[config.mk]
export PLATFORM = sky130hd
export DESIGN_NAME = pipe_stage_reg_flat
export DESIGN_NICKNAME = d
export VERILOG_FILES = /design/src/rtl/pipe_stage_if.sv /design/src/rtl/pipe_stage_reg.sv /design/src/flat_wrapper.sv
export SDC_FILE = /design/constraint.sdc
export NUM_CORES = 1
export LEC_CHECK = 0
export CAP_MARGIN = 20
export CELL_PAD_IN_SITES_DETAIL_PLACEMENT = 0
export CELL_PAD_IN_SITES_GLOBAL_PLACEMENT = 2
export CORE_ASPECT_RATIO = 0.8
export CORE_UTILIZATION = 29
export CTS_CLUSTER_SIZE = 24
export DETAILED_ROUTE_END_ITERATION = 16
export PLACE_DENSITY_LB_ADDON = 0.25
export SYNTH_ARGS = -nofsm -noshare
export SYNTH_HDL_FRONTEND = slang
export SYNTH_SLANG_ARGS = --single-unit
[constraint.sdc]
create_clock -name clk -period 1.4 [get_ports clk]
set_input_delay 0.28 -clock clk [delete_from_list [all_inputs] [get_ports clk]]
set_output_delay 0.28 -clock clk [all_outputs]
set_load 0.03 [all_outputs]
[src/rtl/pipe_stage_if.sv]
// Handshake bundle between a pipeline stage register and its neighbours.
// The upstream/downstream controller drives the master side; the stage is the slave.
interface pipe_stage_if #(
  parameter int WIDTH = 64
);
  logic             flush;
  logic             in_valid;
  logic             in_ready;
  logic [WIDTH-1:0] in_data;
  logic             out_valid;
  logic             out_ready;
  logic [WIDTH-1:0] out_data;
  logic [1:0]       occupancy;

  modport master (
    output flush, in_valid, in_data, out_ready,
    input  in_ready, out_valid, out_data, occupancy
  );

  modport slave (
    input  flush, in_valid, in_data, out_ready,
    output in_ready, out_valid, out_data, occupancy
  );
endinterface

[src/rtl/pipe_stage_reg.sv]
// Inter-stage pipeline register with valid/ready handshake, synchronous flush
// and optional 2-entry skid buffer. Empty slots present RESET_VALUE as a bubble.
//
// state | meaning
// EMPTY | no entry held, out_valid=0, out_data=RESET_VALUE
// ONE   | oldest entry in main, skid slot empty
// FULL  | main and skid both hold entries, in_ready=0 (SKID=1 only)
module pipe_stage_reg #(
  parameter int               WIDTH       = 64,
  parameter logic [WIDTH-1:0] RESET_VALUE = '0,
  parameter bit               SKID        = 1'b1
) (
  input  logic        clk,
  input  logic        rst_n,
  pipe_stage_if.slave bus
);

  typedef enum logic [1:0] {
    EMPTY = 2'd0,
    ONE   = 2'd1,
    FULL  = 2'd2
  } state_t;

  state_t           state_q;
  logic [WIDTH-1:0] main_q;
  logic [WIDTH-1:0] skid_q;
  logic             rdy_q;
  logic             push;
  logic             pop;

  assign bus.out_valid = (state_q != EMPTY);
  assign bus.out_data  = main_q;
  assign bus.occupancy = state_q;

  // The skid variant registers in_ready so it never depends on out_ready.
  assign bus.in_ready = SKID ? rdy_q : (~bus.out_valid | bus.out_ready);

  assign push = bus.in_valid & bus.in_ready;
  assign pop  = bus.out_valid & bus.out_ready;

  always_ff @(posedge clk or negedge rst_n) begin
    if (!rst_n) begin
      state_q <= EMPTY;
      main_q  <= RESET_VALUE;
      skid_q  <= RESET_VALUE;
      rdy_q   <= 1'b1;
    end else if (bus.flush) begin
      state_q <= EMPTY;
      main_q  <= RESET_VALUE;
      skid_q  <= RESET_VALUE;
      rdy_q   <= 1'b1;
    end else begin
      case (state_q)
        EMPTY: begin
          if (push) begin
            main_q  <= bus.in_data;
            state_q <= ONE;
          end
        end
        ONE: begin
          if (push && pop) begin
            main_q <= bus.in_data;
          end else if (pop) begin
            main_q  <= RESET_VALUE;
            state_q <= EMPTY;
          end else if (push && SKID) begin
            skid_q  <= bus.in_data;
            state_q <= FULL;
            rdy_q   <= 1'b0;
          end
        end
        FULL: begin
          if (pop) begin
            main_q  <= skid_q;
            skid_q  <= RESET_VALUE;
            state_q <= ONE;
            rdy_q   <= 1'b1;
          end
        end
        default: begin
          state_q <= EMPTY;
          main_q  <= RESET_VALUE;
          skid_q  <= RESET_VALUE;
          rdy_q   <= 1'b1;
        end
      endcase
    end
  end

endmodule

[src/flat_wrapper.sv]
// flat-port wrapper written by rule: the top's interface ports become plain ports
module pipe_stage_reg_flat 
#(
  parameter int               WIDTH       = 64,
  parameter logic [WIDTH-1:0] RESET_VALUE = '0,
  parameter bit               SKID        = 1'b1
)
  (clk, rst_n, bus_flush, bus_in_valid, bus_in_data, bus_out_ready, bus_in_ready, bus_out_valid, bus_out_data, bus_occupancy);
  pipe_stage_if #(.WIDTH(WIDTH)) bus_i ();
  input  logic clk;
  input  logic rst_n;
  input wire logic [$bits(bus_i.flush)-1:0] bus_flush;
  input wire logic [$bits(bus_i.in_valid)-1:0] bus_in_valid;
  input wire logic [$bits(bus_i.in_data)-1:0] bus_in_data;
  input wire logic [$bits(bus_i.out_ready)-1:0] bus_out_ready;
  output wire logic [$bits(bus_i.in_ready)-1:0] bus_in_ready;
  output wire logic [$bits(bus_i.out_valid)-1:0] bus_out_valid;
  output wire logic [$bits(bus_i.out_data)-1:0] bus_out_data;
  output wire logic [$bits(bus_i.occupancy)-1:0] bus_occupancy;
  assign bus_i.flush = bus_flush;
  assign bus_i.in_valid = bus_in_valid;
  assign bus_i.in_data = bus_in_data;
  assign bus_i.out_ready = bus_out_ready;
  assign bus_in_ready = bus_i.in_ready;
  assign bus_out_valid = bus_i.out_valid;
  assign bus_out_data = bus_i.out_data;
  assign bus_occupancy = bus_i.occupancy;
  pipe_stage_reg #(.WIDTH(WIDTH), .RESET_VALUE(RESET_VALUE), .SKID(SKID)) u_core (.clk(clk), .rst_n(rst_n), .bus(bus_i));
endmodule
; Yosys cells after proc, flatten, opt, wreduce, memory -nomap -nowiden
; Index checks and enable logic that the tools add are counted.
[word_totals]
inputBits = 69
register_bits = 131
wordCells = 45
[op_classes]
eq_ne = 10
reduce_logical = 6
n_mux = 23
bitwise_logic = 2
[op_table]
columns = cell, count
row1 = $mux W64, 8
row2 = $pmux W64 S3, 2
row3 = $mux W2, 6
row4 = $ne A3 B2 Y1 const B, 3
row5 = $ne A4 B2 Y1 const B, 2
row6 = $ne A3 B3 Y1 const B, 2
row7 = $pmux W2 S3, 1
row8 = $mux W1, 5
row9 = $reduce_and A5 Y1, 1
row10 = $reduce_and A4 Y1, 1
row11 = $pmux W1 S3, 1
row12 = $reduce_and A3 Y1, 1
row13 = $and A1 B1 Y1, 2
row14 = $eq A2 B1 Y1 const B, 1
row15 = $eq A2 B2 Y1 const B, 1
row16 = $logic_not A2 Y1, 1
row17 = $ne A2 B2 Y1 const B, 1
row18 = $reduce_bool A2 Y1, 1
row19 = $logic_and A1 B1 Y1, 1

; Longest topological paths before layout
; Gate-level depths: netlist of run 1.
[logic_depth]
ltp_word = 6
mapped_depth = 8
mapped_depth_nobuf = 4

; Worst setup path after synthesis of run 1
; OpenSTA, ideal clock, no wires.
[synth_timing]
path_type = register -> register
start = register u_core.state_q[1], in the netlist u_core.bus.occupancy[1]
end = register u_core.main_q[10], in the netlist u_core.bus.out_data[10]
arrival_ps = 1598
n_path_buf = 3
setup_ps = 121
path_stages_with_launch = 7
slack_ps = -319
synth_period_minus_slack_ps = 1719
cell_sequence = dfrtp_1 -> buf_2 -> buf_4 -> buf_2 -> mux2i_1 -> o21ai_0 -> a22o_1
[synth_between]
elab_chain_cells = 6
elab_cells_between_ends = 13
cone_classes = 5 x eq/ne / 3 x mux / 1 x bitwise / 4 x reduce/logical
[synth_rtl]
columns = item, line_no
row1 = from (decl), pipe_stage_reg.sv:24  ; state_t state_q;
row2 = from (signal assigned), pipe_stage_reg.sv:43  ; state_q <= EMPTY;
row3 = from (signal assigned), pipe_stage_reg.sv:48  ; state_q <= EMPTY;
row4 = from (signal assigned), pipe_stage_reg.sv:57  ; state_q <= ONE;
row5 = $reduce_bool A2 Y1, pipe_stage_reg.sv:31  ; assign bus.out_valid = (state_q != EMPTY);
row6 = $and A1 B1 Y1, pipe_stage_reg.sv:39  ; assign pop = bus.out_valid & bus.out_ready;
row7 = $logic_and A1 B1 Y1, pipe_stage_reg.sv:61  ; if (push && pop) begin
row8 = $mux W64, pipe_stage_reg.sv:61
row9 = $pmux W64 S3, pipe_stage_reg.sv:53  ; case (state_q)
row10 = $mux W64, pipe_stage_reg.sv:47  ; end else if (bus.flush) begin
row11 = to (signal assigned), pipe_stage_reg.sv:56  ; main_q <= bus.in_data;
row12 = to (signal assigned), pipe_stage_reg.sv:62  ; main_q <= bus.in_data;
row13 = to (signal assigned), pipe_stage_reg.sv:74  ; main_q <= skid_q;
row14 = to (decl), pipe_stage_reg.sv:25  ; logic [WIDTH-1:0] main_q;
; Several ways; a longest one is shown, not always the timed one.
; A chain may end at the register's enable or synchronous reset.

; Worst setup path in the final report of run 1
[layout_timing]
start = register u_core.state_q[1], in the netlist u_core.bus.occupancy[1]
end = register u_core.main_q[39], in the netlist u_core.bus.out_data[39]
; The elaborated chain is that of the path after synthesis.

==> results of run 1 <==
[final cells by class]
type	instances	area (um2)
flip-flops and latches	131	3280
multi-input cells	472	3350
fillers	2069	12200
well taps	306	383
clock buffers	20	467
diodes	1	2.50
clock inverters	12	154
repair buffers	229	2630
inverters	2	7.51
[state kept, by name (all words and copies together) (netlist names)]
signal and count:
u_core.bus.out_data 64, u_core.skid_q 64, u_core.bus.occupancy 2, u_core.bus.in_ready 1
[where the power goes]
part           internal [mW]  total [mW]  leakage (nW)  switching [mW]
combinational           1.27        2.79          2.22            1.52
sequential              4.01        4.17          1.79           0.164
clock                   2.95        4.72         0.298            1.77
[metal layers]
metal / up-vias / part of all wire [%] / routed length [um]
li1: 2772 / - / -
met1: 2925 / 47 / 10800
met2: 151 / 47 / 10800
met3: 16 / 5.3 / 1220
met4: 0 / 0.89 / 204
met5: - / 0 / 0
[what timing repair did]
item | CTS | global route
pin swaps | 5 | 4
gates cloned | 3 | 17
buffers inserted | 10 | 14
endpoints found under the hold margin | 28 | 0
resized for setup | 231 | 159
endpoints found under the setup margin | 190 | 174
hold buffers | 1 | 0
[stage by stage]
step / TNS, ps / cells / hold slack [ps] / utilization (%) / area, um2
after detailed placement: -65270 / 1096 / 226 / 39.6 / 8890
after CTS: -32530 / 1142 / 349 / 43.5 / 9770
after global routing: -41610 / 1172 / 363 / 45.8 / 10300
final: -35220 / 1173 / 337 / 45.8 / 10300
after floorplan: -18650 / 670 / -15.6 / - / 6920
after global placement: -62420 / 1096 / 215 / 39.6 / 8890
[cell usage in the layout (no fill, tap or decap), types with 2 or more instances in the layout]
cell	instances
clkdlybuf4s50_1	65
clkbuf_16	30
bufinv_16	3
buf_16	5
buf_2	55
a22o_1	64
mux2i_1	64
nand2_4	2
clkbuf_8	3
nand3_1	17
clkinvlp_4	3
clkdlybuf4s15_2	4
o21ai_0	64
a21oi_4	2
o21ai_1	49
o21ai_2	16
buf_4	28
buf_12	32
buf_6	19
nand2b_1	65
nor3b_4	2
buf_8	5
nand3_2	47
dfrtp_1	128
nand2_1	64
nor2_1	2
clkinv_4	2
clkinv_2	3
[path summary, 6_finish.rpt]
check                                               startpoint                             endpoint  cells past startpoint  slack (ps)
hold reg to reg            u_core.bus.out_data[18]$_DFFE_PN0P_  u_core.bus.out_data[18]$_DFFE_PN0P_                      1         500
setup / recovery           u_core.bus.occupancy[1]$_DFFE_PN0P_  u_core.bus.out_data[39]$_DFFE_PN0P_                      8        -340
hold / removal                                           rst_n  u_core.bus.out_data[13]$_DFFE_PN0P_                      2         340
max in group asynchronous                                rst_n        u_core.skid_q[43]$_DFFE_PN0P_                      3         520
min in group clk                                 bus_out_ready  u_core.bus.occupancy[1]$_DFFE_PN0P_                      2         370
setup reg to reg           u_core.bus.occupancy[1]$_DFFE_PN0P_  u_core.bus.out_data[39]$_DFFE_PN0P_                      8        -340
[critical path: stages, from the launching register on]
cell       delay [ps]
dfrtp_4           510
buf_6             140
buf_6             120
nor3b_4           230
a31oi_4            50
nor2_4            110
buf_12            180
clkbuf_16         180
a22o_1            140
[cell families after synthesis]
logic type / count (synthesis) / synth area share (%)
AO/OA/AOI/OAI: 201 / 19.1
buffers and inverters: 67 / 5.50
flip-flops: 131 / 49.5
multiplexers: 65 / 9.85
AND/OR/NAND/NOR: 206 / 16.0
==> metrics.cfg, run 1 <==
[run_status]
status = finished, violations left
violations = setup timing

[global_route]
track_usage_pct = 18.7
grt_pass1_wl_mm = 33.5
antenna_found_initial = 1
grt_pass1_vias = 5976
use_met3_pct = 4.37
overflow = 0
grt_max_degree = 39
met1_usage_pct = 25.3
grt_util_met2_pct = 30.0
top_usage_layer = met2

[power]
leakagePower_nw = 4.31
p_per_area_nw_per_um2 = 1140
p_total_mw = 11.7
vdd_drop_max_mv = 0.720

[synth]
synthArstFlopShare_pct = 100
synthTopCellsByArea = dfrtp_1 (49%), o21ai_0 (9.8%), mux2i_1 (9.7%)
ys_ff_latch = 131
synth_area_um2 = 6620
synth_warnings = 0
synth_edf_count = 0
synthFlopType = dfrtp_1
ys_seq_area_share_pct = 49.5
synthCells = 670
synth_cell_types = 28
synth_fp_nets = 739
synthTopCellsByCount = dfrtp_1 (130), o21ai_0 (129), nand2_1 (66), nand2b_1 (65), nand3_1 (65)
avgSynthCellArea_um2 = 9.88
synth_top_area_cell = dfrtp_1
yosysMostFrequentCell = dfrtp_1
yosysTopAreaCellShare_pct = 49.1

[route]
route.vias.total = 5864
ant_nets = 0
wl_mm = 23.0
routedWlPerCell_um = 19.6
first_pass_iters = 4
drc_errors = 0
drt_iter0_drc = 467
via_per_inst = 5.00

[clocking]
root_buffer = clkbuf_16
cts-buffers-inserted = 17
clockBufferDepth = 2
cts.clk_slew.worst_paths_ps = 60
cts_sinks = 131
clk_latency_ps = 420
cts_tree = built
htree_num_levels = 4

[finish]
syn_to_final_growth_pct = 55.3
nNetsFinal = 922
drive_gt1_share_pct = 31.5

[worst_setup_path]
worstPathRequired_ps = 1750
cp_data_arrival_time_ps = 2090
worstSetupPathType = flip-flop to flip-flop
crit_fanout = 8
endpoint_kind = flip-flop
startpoint_type = flip-flop

[place]
io_buffers = 136
post-dp-hpwl_mm = 13.2
dp_slack_ps = -583
routabilityCongestion = 0.764

[sta]
period_minus_slack_ps = 1740
rsz0062_at_grt = true
max_freq_ghz = 0.574
setup_violations = 132
fin_skew_ps = 12.0
worst_pin_slew_ps = 454
hold_violations = 0
worst_slack_ps = -341
drv_slew = 0
relSlewSlack_pct = 69.7
finalCritPeriodShare_pct = 124

[die]
die_area_um2 = 23400
coreArea_um2 = 22400
die_x_um = 171
row_count = 49
initial_core_util_pct = 29.5
num_io_pins = 137
die_height_um = 137

[hold_path]
hold_class = primary input to asynchronous set/reset pin

[flow_run]
drv_cap = 0

Power figures use the tool's default switching activity.
==> inputs of run 2 (changes only) <==
--- a/config.mk
+++ b/config.mk
@@ -8,7 +8,6 @@
 export CAP_MARGIN = 20
 export CELL_PAD_IN_SITES_DETAIL_PLACEMENT = 0
 export CELL_PAD_IN_SITES_GLOBAL_PLACEMENT = 2
-export CORE_ASPECT_RATIO = 0.8
 export CORE_UTILIZATION = 29
 export CTS_CLUSTER_SIZE = 24
 export DETAILED_ROUTE_END_ITERATION = 16
==> run 2 against run 1 <==
Effect of this change: the flow still finishes with violations (setup timing); clock-buffer cell count stayed put; clock power is 3% higher; hold slack worse by 13 ps; routed wire length is 6.5% higher; sequential cell count stayed put; combinational power is 5% higher; power is 2.6% higher; sequential power hardly changed; critical endpoint is now u_core.bus.out_data[57]$_DFFE_PN0P_; largest power group unchanged; highest routed layer unchanged.
==> metrics.cfg, run 2 (synthesized netlist as in run 1, its figures left out) <==
[global_route]
grt_pass1_wl_mm = 35.0
track_usage_pct = 19.5
overflow = 0
grt_max_degree = 48
antenna_found_initial = 1
grt_pass1_vias = 6044

[route]
drc_errors = 0
ant_nets = 0
wl_mm = 24.5
drt_iter0_drc = 367
via_per_inst = 5.26
routedWlPerCell_um = 21.4
first_pass_iters = 4
route.vias.total = 6023

[place]
post-dp-hpwl_mm = 12.8
routabilityCongestion = 0.784
io_buffers = 136
placed_area_um2 = 8790

[worst_setup_path]
reg2reg_slack_ps = -280
worstPathRequired_ps = 1760
cp-endpoint = u_core.bus.out_data[57]$_DFFE_PN0P_
startpoint_type = flip-flop
reg2reg_from = u_core.bus.occupancy[1]$_DFFE_PN0P_
endpoint_kind = flip-flop
ff2ff_path_depth = 6
crit_fanout = 9
reg2reg_to = u_core.bus.out_data[57]$_DFFE_PN0P_
crit_path_start = u_core.bus.occupancy[1]$_DFFE_PN0P_
cp_data_arrival_time_ps = 2040
worstSetupPathType = flip-flop to flip-flop

[sta]
setup_violations = 132
period_minus_slack_ps = 1680
hold_violations = 0
worst_pin_slew_ps = 468
relSlewSlack_pct = 68.8
worst_slack_ps = -282
max_freq_ghz = 0.595
rsz0062_at_grt = true
drv_slew = 0
finalCritPeriodShare_pct = 120
fin_skew_ps = 9.41

[finish]
nNetsFinal = 920
stdcell_area_um2 = 10300
syn_to_final_growth_pct = 56.1
final_common_cell = dfrtp_1
final_cell_mix = dfrtp_1 (128), o21ai_0 (67), nand2_1 (65), nand2b_1 (65), clkdlybuf4s50_1 (65)
drive_gt1_share_pct = 32.2

[die]
num_io_pins = 137
row_count = 54
die_x_um = 153
die_height_um = 153
die_area_um2 = 23400
coreArea_um2 = 22100
initial_core_util_pct = 30.0

[power]
p_per_area_nw_per_um2 = 1160
leakagePower_nw = 4.34
vdd_drop_max_mv = 0.728
p_total_mw = 12.0

[clocking]
cts.clk_slew.worst_paths_ps = 60
cts_tree = built
root_buffer = clkbuf_16
cts_sinks = 131
clk_latency_ps = 420
cts-buffers-inserted = 17
htree_num_levels = 4
clockBufferDepth = 2

[run_status]
violations = setup timing
status = finished, violations left

[flow_run]
drv_cap = 0

[hold_path]
hold_class = primary input to asynchronous set/reset pin

## run 2: cell count changes in the layout (fill, tap and decap cells not counted), moves of 2 or more
cell	previous run	this run
o21ai_1	49	42
buf_6	19	14
buf_16	5	9
buf_2	55	59
buf_4	28	24
o21ai_2	16	20
o21ai_0	64	67
clkinvlp_4	3	1
## run 2: worst min-delay path by stage
| stage | cells past startpoint | slack [ps] | end | from |
|---|---|---|---|---|
| after global routing | 2 | 340 | u_core.skid_q[18]$_DFFE_PN0P_ | rst_n |
| after global placement | 1 | 190 | u_core.skid_q[22]$_DFFE_PN0P_ | rst_n |
| after CTS | 2 | 330 | u_core.skid_q[18]$_DFFE_PN0P_ | rst_n |
| final | 2 | 320 | u_core.skid_q[18]$_DFFE_PN0P_ | rst_n |
| after floorplan | 0 | -20 | u_core.bus.occupancy[0]$_DFFE_PN0P_ | rst_n |
| after detailed placement | 1 | 190 | u_core.skid_q[18]$_DFFE_PN0P_ | rst_n |
## run 2: per-stage QoR
step | hold slack (ps) | setup TNS, ps | worst slack, ps | util, % | cells
2_1_floorplan | -15.6 | -18650 | -198 | - | 670
3_3_place_gp | 192 | -57530 | -513 | 39.8 | 1064
3_5_place_dp | 194 | -65930 | -585 | 39.8 | 1064
4_1_cts | 330 | -24720 | -226 | 45.2 | 1123
5_1_grt | 338 | -38980 | -335 | 46.8 | 1144
6_report | 324 | -30060 | -282 | 46.8 | 1145
## run 2: critical path, cell delays in order, from the launching register on
cell	delay, ps
dfrtp_4	510
nand3b_4	200
a21o_1	230
a21oi_4	180
buf_12	190
buf_6	180
a22o_1	140
## run 2: where the power goes
group / total (mW) / switching [mW] / internal (mW) / leakage (nW)
Sequential: 4.16 / 0.152 / 4.01 / 1.79
Clock: 4.88 / 1.75 / 3.13 / 0.316
Combinational: 2.94 / 1.60 / 1.33 / 2.23
## run 2: layer usage
metal  up-vias  GRT usage, %  routed length [um]
met5         -             0                   0
met4         0          5.34                 287
met3        21          4.42                1100
met2       182          31.4               11400
met1      3057          26.2               11700
li1       2763             -                   -
## run 2: cell type report
type                            instances  area [um2]
Clock buffer                           20         467
Timing Repair Buffer                  227        2670
Tap cell                              280         350
Fill cell                            1997       11800
Sequential cell                       131        3280
Inverter                                2        10.0
Antenna cell                            1        2.50
Clock inverter                         12         178
Multi-Input combinational cell        472        3370
## run 2: what timing repair did
item | 4_1_cts | 5_1_grt
hold buffers | 1 | 0
cloned | 10 | 16
pin swaps | 13 | 69
gates resized for setup | 294 | 122
setup buffers | 16 | 8
hold endpoints to repair | 21 | 0
setup endpoints to repair | 194 | 170
